`config.mk`:
```
export PLATFORM = sky130hd
export DESIGN_NAME = bloom_insert
export DESIGN_NICKNAME = d
export VERILOG_FILES = /design/src/rtl/bloom_pkg.sv /design/src/rtl/bloom_hash.sv /design/src/rtl/bloom_insert.sv
export SDC_FILE = /design/constraint.sdc
export NUM_CORES = 1
export LEC_CHECK = 0
export ABC_AREA = 0
export CAP_MARGIN = 20
export CELL_PAD_IN_SITES_DETAIL_PLACEMENT = 0
export CELL_PAD_IN_SITES_GLOBAL_PLACEMENT = 1
export CORE_AREA = 5 5 84 86
export DETAILED_ROUTE_END_ITERATION = 8
export DIE_AREA = 0 0 89 91
export PLACE_DENSITY_LB_ADDON = 0.1
export SKIP_CTS_REPAIR_TIMING = 1
export SLEW_MARGIN = 10
export SYNTH_ARGS = -nofsm -noshare
export SYNTH_HDL_FRONTEND = slang
export SYNTH_SLANG_ARGS = --single-unit
```
`constraint.sdc`:
```
create_clock -name clk -period 4.2 [get_ports clk]
set_input_delay 0.42 -clock clk [delete_from_list [all_inputs] [get_ports clk]]
set_output_delay 0.42 -clock clk [all_outputs]
set_load 0.01 [all_outputs]
```
`src/rtl/bloom_pkg.sv`:
```
// bloom_pkg: shared parameter defaults, index-width helper and FSM states for the Bloom inserter.
package bloom_pkg;
  localparam int D_SIZE_DEF = 8;
  localparam int BL_SIZE_DEF = 16;
  localparam int K_HASH_DEF = 3;
  typedef enum logic [1:0] {IDLE, HASH, DONE} state_t;
  function automatic int aw_of(input int bl);
    return $clog2(bl);
  endfunction
endpackage

```
`src/rtl/bloom_hash.sv`:
```
// bloom_hash: combinational hash index, low AW bits of (rotate_right(data, 2*i mod D_SIZE) ^ i).
module bloom_hash import bloom_pkg::*; #(
  parameter int D_SIZE = D_SIZE_DEF,
  parameter int AW = aw_of(BL_SIZE_DEF)
)(
  input  logic [D_SIZE-1:0] data,
  input  logic [2:0]        i,
  output logic [AW-1:0]     idx
);
  // shifting the doubled word right yields the rotation in its low half
  assign idx = AW'(D_SIZE'({data, data} >> ((2 * int'(i)) % D_SIZE)) ^ D_SIZE'(i));
endmodule

```
`src/rtl/bloom_insert.sv`:
```
// bloom_insert: sequential Bloom filter insertion, one hash bit per cycle, with clear and stats.
module bloom_insert import bloom_pkg::*; #(
  parameter int D_SIZE = D_SIZE_DEF,
  parameter int BL_SIZE = BL_SIZE_DEF,
  parameter int K_HASH = K_HASH_DEF
)(
  input  logic               clk,
  input  logic               rst_n,
  input  logic               ins_valid,
  input  logic [D_SIZE-1:0]  ins_data,
  output logic               ins_ready,
  input  logic               clear,
  output logic [BL_SIZE-1:0] gen_bloom,
  output logic [BL_SIZE-1:0] bloom_filter,
  output logic               done,
  output logic [7:0]         ins_count,
  output logic               filter_full
);
  localparam int AW = aw_of(BL_SIZE);
  state_t state, state_nx;
  logic [2:0] cnt;
  logic [D_SIZE-1:0] data;
  logic [AW-1:0] idx;
  logic [BL_SIZE-1:0] hit;
  logic accept;
  assign accept = ins_valid && ins_ready && !clear;
  assign hit = BL_SIZE'(1) << idx;
  bloom_hash #(.D_SIZE(D_SIZE), .AW(AW)) u_hash (.data(data), .i(cnt), .idx(idx));
  always_ff @(posedge clk or negedge rst_n) begin
    if (!rst_n) state <= IDLE;
    else state <= state_nx;
  end
  always_comb begin
    state_nx = clear ? IDLE
             : state == IDLE ? (accept ? HASH : IDLE)
             : state == HASH ? (cnt == 3'(K_HASH - 1) ? DONE : HASH)
             : IDLE;
  end
  always_comb ins_ready = state == IDLE;
  always_ff @(posedge clk or negedge rst_n) begin
    if (!rst_n) begin
      cnt <= '0;
      data <= '0;
      gen_bloom <= '0;
      bloom_filter <= '0;
      done <= 1'b0;
      ins_count <= '0;
      filter_full <= 1'b0;
    end else if (clear) begin
      cnt <= '0;
      gen_bloom <= '0;
      bloom_filter <= '0;
      done <= 1'b0;
      ins_count <= '0;
      filter_full <= 1'b0;
    end else begin
      done <= state == DONE;
      filter_full <= &bloom_filter;
      if (accept) begin
        data <= ins_data;
        gen_bloom <= '0;
        cnt <= '0;
      end
      if (state == HASH) begin
        gen_bloom <= gen_bloom | hit;
        bloom_filter <= bloom_filter | hit;
        cnt <= cnt + 3'd1;
      end
      if (state == DONE && ins_count != 8'hFF) ins_count <= ins_count + 8'd1;
    end
  end
endmodule

```
After elaboration in Yosys (flattened, before gate mapping)

Cells that the tools add are included.

Register bits after elaboration: 55
Bits of input ports: 12
Output and inout bits: 43
Logic and storage cells: 47

$add $sub $neg: 2
Eq/ne operators: 4
Shifts and indexed selects: 2
Muxes and demuxes: 17
Bitwise gates (word level): 4
Reduce and logical (&&, ||, !) cells: 10

Operator list:

| cell                                                               | number |
|---|---|
| 16-bit 2-to-1 mux                                                  | 5 |
| 16-bit OR                                                          | 2 |
| 8-bit 2-to-1 mux                                                   | 2 |
| 16-bit AND reduction                                               | 1 |
| 1-bit by 4-bit << shifter with 16-bit output, first input constant | 1 |
| 16-bit by 3-bit >> shifter with 4-bit output                       | 1 |
| 3-bit 2-to-1 mux                                                   | 3 |
| 8-bit by 1-bit adder with 8-bit output, second input constant      | 1 |
| 2-bit 2-to-1 mux                                                   | 4 |
| 8-bit inequality test, second input constant                       | 1 |
| 2-bit nonzero test                                                 | 2 |
| 4-bit by 3-bit XOR with 4-bit output                               | 1 |
| 3-bit by 1-bit adder with 3-bit output, second input constant      | 1 |
| 3-bit by 2-bit == test with 1-bit output, second input constant    | 1 |
| 1-bit logical AND                                                  | 3 |
| 1-bit 2-to-1 mux                                                   | 3 |
| 3-bit nonzero test                                                 | 1 |
| 2-bit by 1-bit == test with 1-bit output, second input constant    | 1 |
| 2-bit == test, second input constant                               | 1 |
| 2-bit zero test                                                    | 1 |
| 2-bit AND reduction                                                | 1 |
| 1-bit zero test                                                    | 1 |
| 1-bit NOT                                                          | 1 |

Logic depth before layout (Yosys ltp)

Gate-level depths: netlist (run 1).

Depth in word-level cells: 6
Depth in mapped cells: 6
Gate-level depth less buffers: 5

Hierarchy

From an unflattened synthesis (run 1), not the netlist that was laid out.

Cells, all modules: 209
Area, all modules: 2,497.4 um^2

By module, submodules not included:

| module       | instances | cells an instance | area each (um^2) | sequential area each (um^2) |
|---|---|---|---|---|
| bloom_insert | 1         | 200               | 2,372.3          | 1,376.3 |
| bloom_hash   | 1         | 9                 | 125.1            | 0.0 |

Least setup slack after synthesis (run 1)

No wires, ideal clock.

Path kind: reg2reg
Start point: register cnt[0]
End point: register gen_bloom[7]
Library setup time: 0.076 ns
Arrival time: 1.752 ns
Required time: 4.124 ns
Path slack: 2.372 ns
Stages on the path, launching flop included: 6
Clock period less this slack: 1.828 ns
Cell sequence: dfrtp_1 -> buf_6 -> mux4_2 -> or4_4 -> buf_6 -> o21ai_2

Longest elaborated chain between the ends: 6

RTL lines:

| what                                           | line               | text |
|---|---|---|
| from (decl)                                    | bloom_insert.sv:21 | `logic [2:0] cnt;` |
| from (signal assigned)                         | bloom_insert.sv:67 | `cnt <= cnt + 3'd1;` |
| 16-bit by 3-bit >> shifter with 4-bit output   | bloom_hash.sv:11   | `assign idx = AW'(D_SIZE'({data, data} >> ((2 * int'(i)) % D_SIZE)) ^ D_SIZE'(i));` |
| 4-bit by 3-bit XOR with 4-bit output *         | bloom_hash.sv:11   |  |
| 1-bit by 4-bit << shifter with 16-bit output * | bloom_insert.sv:27 | `assign hit = BL_SIZE'(1) << idx;` |
| 16-bit OR *                                    | bloom_insert.sv:65 | `gen_bloom <= gen_bloom \| hit;` |
| 16-bit 2-to-1 mux *                            | bloom_insert.sv:64 | `if (state == HASH) begin` |
| 16-bit 2-to-1 mux *                            | bloom_insert.sv:49 | `end else if (clear) begin` |
| to (signal assigned)                           | bloom_insert.sv:65 |  |
| to (decl)                                      | bloom_insert.sv:13 | `output logic [BL_SIZE-1:0] gen_bloom,` |

Mark *: on every way between the ends. The rest lies on a longest branch, timed or not.
A chain may end at the register's enable or synchronous reset.

Worst setup path in the final report (run 1)

Ends and elaborated chain as after synthesis.

==> results.toml, run 1 <==
[synth]
synth_common_cells = "dfrtp_1, inv_1, nand2_1"
synth-xor-area-share = 0.0242
netlist_top_cells_area = "dfrtp_1, mux2_2, mux4_1"
synth_top_family_by_area = "compound AO/OA/AOI/OAI gates"
synthMuxAreaShare = 0.108
synth_enable_flop_cells = 0
syn-cell-area_sq_um = 2530
syn_nets = 236
synthAdderAreaFrac = 0.0148
synth-seq-cells = 55
yosys_warnings = 0
synth_flop_cell = "dfrtp_1"
yosys.area.top_type = "dfrtp_1"
synth_top_area_frac = 0.544
syn_area_per_cell_sq_um = 11.5
synthDistinctLibCells = 39
synthSimpleGateAreaFrac = 0.119
netlist_instances = 221
synthArstFlopShare = 1.00
synth_compound_area_frac = 0.132
synth.most_common_cell = "dfrtp_1"
yosysSeqAreaShare = 0.544

[drt]
wire_per_inst_um = 15.4
antenna_left = 0
finalWirelength_um = 5450
remaining_drc_errors = 0
drt_first_pass_iters = 4
num_vias = 1809
vias_per_cell = 5.11
drt_iter0_drc = 69

[worst_setup_path]
endpoint_kind = "flop"
start_kind = "flop"
rr_worst_depth = 3
path_delay_family = "multiplexers"
critPathMaxFanout = 8
path_cells = "mux4_2, or4_4, o21ai_2"
cpMaxStageDelayCell = "mux4_2"
arrival_ps = 2270
path_depth = 3
cp.buffers_inverters = 0
critPathKind = "reg2reg"
max_stage_delay_ps = 610
required_ps = 4440

[sta]
maxSlewHeadroom = 0.440
drv_slew = 0
timing.final.ws_setup_ps = 2170
fmax_ghz = 0.493
period_needed_ps = 2030
rsz0062_at_grt = "false"
setup_viol = 0
min_period_over_period = 0.483
skew_ps = 3.74
hold_viol = 0
setup_tns_ps = 0
timing.hold.ws_ps = 227
worstMarginPinSlew_ps = 837

[die]
core_sq_um = 6200
fp.dieH_um = 91
dieArea_sq_um = 8100
die_x_um = 89
rows = 29
ios = 55
start_util = 0.408

[clock_tree]
clock_latency_ps = 310
cts_buffers = 5
cts.clk_slew.worst_paths_ps = 100
cts-root-buf = "clkbuf_8"
ctsLongestPathBuffers = 2
htree_num_levels = 2
cts_tree = "yes"
cts_num_sinks = 55

[place]
port_buffers = 54
placed_area_sq_um = 3140
dp_hpwl_um = 3950
place_ws_ps = 1950
place_congestion = 0.760

[finish]
area_growth_pct = 28.1
diodes = 0
fin_area_sq_um = 3240
drive_above_1_share = 0.152
final_nets = 292

[global_route]
overflow = 0
grt_pass1_vias = 1868
grt_pass1_wl_um = 9420
grt_use_total = 0.147
grt_max_degree = 56
antenna_found_initial = 0

[worst_hold_path]
hold_class = "in2async"

[pwr]
leakagePower_nw = 1.37
power.density_nw_per_um2 = 366
vdd_drop_max_uv = 169
finalPower_mw = 1.19

[status]
status = "finished, final reports clean"

[flow_run]
drv_cap = 0
## power by group
group	leakage, nW	switching (mW)	internal, mW
clock	0.0502	0.168	0.174
sequential	0.746	0.0347	0.566
combinational	0.573	0.131	0.112
## state kept, by name, summed over array words and instances, names as in the netlist
signal and cells:
bloom_filter 16, data 8, done 1, cnt 3, filter_full 1, gen_bloom 16, state 2, ins_count 8
## placed cells by master, fill, tap and decap left out, drive strengths merged
master and count:
clkdlybuf4s50 53, o211ai 2, a22oi 1, buf 5
dfrtp 55, bufinv 1, xnor2 1, clkbuf 5
or4 4, nor3 1, nand2b 4, nor2b 2
nand2 23, mux2 10, nor4 1, and4 1
and3 1, mux4 6, or3b 1, nand4 4
a21oi 3, mux2i 1, nand3 3, o22ai 15
clkinvlp 1, a211oi 1, o2111ai 1, nor2 17
xor2 6, inv 24, ha 3, a21o 1
o21bai 1, o21ai 18, o41ai 1
## metrics by stage
stage | util | std cells
final | 0.522 | 354
after global routing | 0.522 | 354
after CTS | 0.522 | 354
after detailed placement | 0.505 | 347
after global placement | 0.505 | 347
after floorplan | - | 221
## metal layers
layer	global-route usage	wire (um)	vias to the layer above
met2	0.236	2590	46
met1	0.201	2470	875
met4	0.0447	70	0
li1	-	-	882
met3	0.0308	318	6
met5	0	0	-
## path summary, 6_finish.rpt
path / startpoint / slack [ps] / to
max in group asynchronous: rst_n / 3500 / data[5]
worst min-delay path: rst_n / 230 / gen_bloom[7]
worst min register to register: gen_bloom[1] / 480 / gen_bloom[1]
min in group clk: gen_bloom[1] / 480 / gen_bloom[1]
worst max-delay path: cnt[0] / 2170 / gen_bloom[7]
worst max register to register: cnt[0] / 2170 / gen_bloom[7]
## layout make-up
type	count	area [sq um]
Fill cell	579	2960
Sequential cell	55	1380
Multi-Input combinational cell	133	1010
Timing Repair Buffer	58	566
Tap cell	77	96.3
Inverter	24	90.1
Clock buffer	5	68.8
Clock inverter	2	37.5
## logic make-up (layout without fill, tap and decap cells)
| kind of cell | after synthesis | in the layout |
|---|---|---|
| AND/OR/NAND/NOR | 62 | 62 |
| adder cells (fa/ha/maj) | 3 | 3 |
| buffers and inverters | 33 | 89 |
| multiplexers | 17 | 17 |
| XOR/XNOR | 7 | 7 |
| flip-flops | 55 | 55 |
| AO/OA/AOI/OAI | 44 | 44 |
Power figures use the tool's default switching activity.
==> run 2: changes to the inputs <==
--- a/config.mk
+++ b/config.mk
@@ -9,9 +9,9 @@
 export CAP_MARGIN = 20
 export CELL_PAD_IN_SITES_DETAIL_PLACEMENT = 0
 export CELL_PAD_IN_SITES_GLOBAL_PLACEMENT = 1
-export CORE_AREA = 5 5 84 86
+export CORE_AREA = 5 5 90 92
 export DETAILED_ROUTE_END_ITERATION = 8
-export DIE_AREA = 0 0 89 91
+export DIE_AREA = 0 0 95 97
 export PLACE_DENSITY_LB_ADDON = 0.1
 export SKIP_CTS_REPAIR_TIMING = 1
 export SLEW_MARGIN = 10
==> constraint.sdc (replaced) <==
create_clock -name clk -period 1.7 [get_ports clk]
set_input_delay 0.17 -clock clk [delete_from_list [all_inputs] [get_ports clk]]
set_output_delay 0.17 -clock clk [all_outputs]
set_load 0.01 [all_outputs]
==> run 2 against run 1 <==
  * The flow now finishes with violations (setup timing)
  * Global-route usage shrank 1.2 points
  * First-iteration DRC count fell by 72%
  * Die area increased by 14%
  * Critical path depth did not move
  * Worst setup slack worse by 2300 ps
  * Highest routed layer unchanged
==> results.toml, run 2 (same netlist as run 1, synthesis figures left out) <==
[clock_tree]
clock_latency_ps = 320
ctsLongestPathBuffers = 2
cts_tree = "yes"
htree_num_levels = 2
cts_buffers = 5
cts_num_sinks = 55
cts.clk_slew.worst_paths_ps = 110
cts-root-buf = "clkbuf_8"

[worst_setup_path]
path_delay_family = "simple AND/OR/NAND/NOR gates"
rr_worst_depth = 3
cp.buffers_inverters = 0
critPathKind = "reg2reg"
start_kind = "flop"
endpoint_kind = "flop"
arrival_ps = 2040
cpMaxStageDelayCell = "or4_4"
required_ps = 1960
path_depth = 3
critPathMaxFanout = 8
max_stage_delay_ps = 600
path_cells = "mux4_2, or4_4, o21ai_2"

[drt]
antenna_left = 0
remaining_drc_errors = 0
drt_iter0_drc = 19
finalWirelength_um = 5830
vias_per_cell = 4.74
num_vias = 1912
wire_per_inst_um = 14.5
drt_first_pass_iters = 4

[global_route]
overflow = 0
grt_pass1_wl_um = 9800
antenna_found_initial = 0
met1_usage = 0.188
grt_use_total = 0.135
busiest_layer = "met2"
met2_usage = 0.209
grtUsageMet3 = 0.0318
grt_max_degree = 56
grt_pass1_vias = 1920

[place]
dp_hpwl_um = 4380
place_congestion = 0.832
port_buffers = 54
place_ws_ps = -170
dp.cells = 393

[finish]
most-common-layout-cells = "dfrtp_1, clkdlybuf4s50_1, inv_1"
area_growth_pct = 43.3
final_util = 0.508
final_nets = 318
final_common_cell = "dfrtp_1"
drive_above_1_share = 0.313
fillers = 685
diodes = 0
largestRegisters = "bloom_filter x16, gen_bloom x16"
stdcell_count = 403

[sta]
hold_viol = 0
rsz0062_at_grt = "true"
timing.hold.ws_ps = 361
fmax_ghz = 0.559
setup_viol = 16
worstMarginPinSlew_ps = 336
min_period_over_period = 1.05
timing.final.ws_setup_ps = -87.3
skew_ps = 12.1
period_needed_ps = 1790
maxSlewHeadroom = 0.776
drv_slew = 0

[die]
fp.dieH_um = 97
dieArea_sq_um = 9220
core_sq_um = 7140
die_x_um = 95
start_util = 0.355
ios = 55
rows = 31

[worst_hold_path]
hold_class = "in2async"

[pwr]
leakagePower_nw = 1.55
power.density_nw_per_um2 = 901
finalPower_mw = 3.27
vdd_drop_max_uv = 396

[status]
violations = "setup timing"
status = "finished, violations left"

[flow_run]
drv_cap = 0
## run 2: worst min-delay path, cell delays in order
cell	delay (ps)
dlygate4sd3_1	520
buf_2	120
buf_12	270
## run 2: layout make-up
| type | count | area, sq um | area share |
|---|---|---|---|
| clock inverter | 3 | 47.5 | 0.0131 |
| timing repair buffer | 84 | 808 | 0.223 |
| sequential | 55 | 1380 | 0.380 |
| tap | 99 | 124 | 0.0342 |
| clock buffer | 5 | 68.8 | 0.0190 |
| inverter | 24 | 90.1 | 0.0248 |
| multi-input combinational | 133 | 1110 | 0.306 |
## run 2: metal layers
layer	wire, um	up-vias
li1	-	929
met1	2790	939
met2	2730	37
met3	250	7
met4	66	0
met5	0	-
## run 2: per-stage QoR
stage	area, sq um	TNS (ps)
floorplan	2520	-1180
global placement	3350	-2280
detailed placement	3350	-3260
CTS	3460	-3950
global route	3630	-3210
finish	3630	-1210
## run 2: worst paths after layout
kind,from,endpoint,slack [ps]
hold / removal,rst_n,gen_bloom[15],360
hold reg to reg,gen_bloom[14],gen_bloom[14],490
min in group clk,ins_data[3],data[3],470
setup reg to reg,cnt[0],gen_bloom[0],-90
setup / recovery,cnt[0],gen_bloom[0],-90
max in group asynchronous,rst_n,state[0],1060
## run 2: where the power goes
part / internal [mW] / total, mW / leakage (nW) / switching (mW)
sequential: 1.40 / 1.48 / 0.744 / 0.0792
clock: 0.447 / 0.903 / 0.0587 / 0.455
combinational: 0.475 / 0.885 / 0.743 / 0.410
total: 2.32 / 3.27 / 1.55 / 0.944
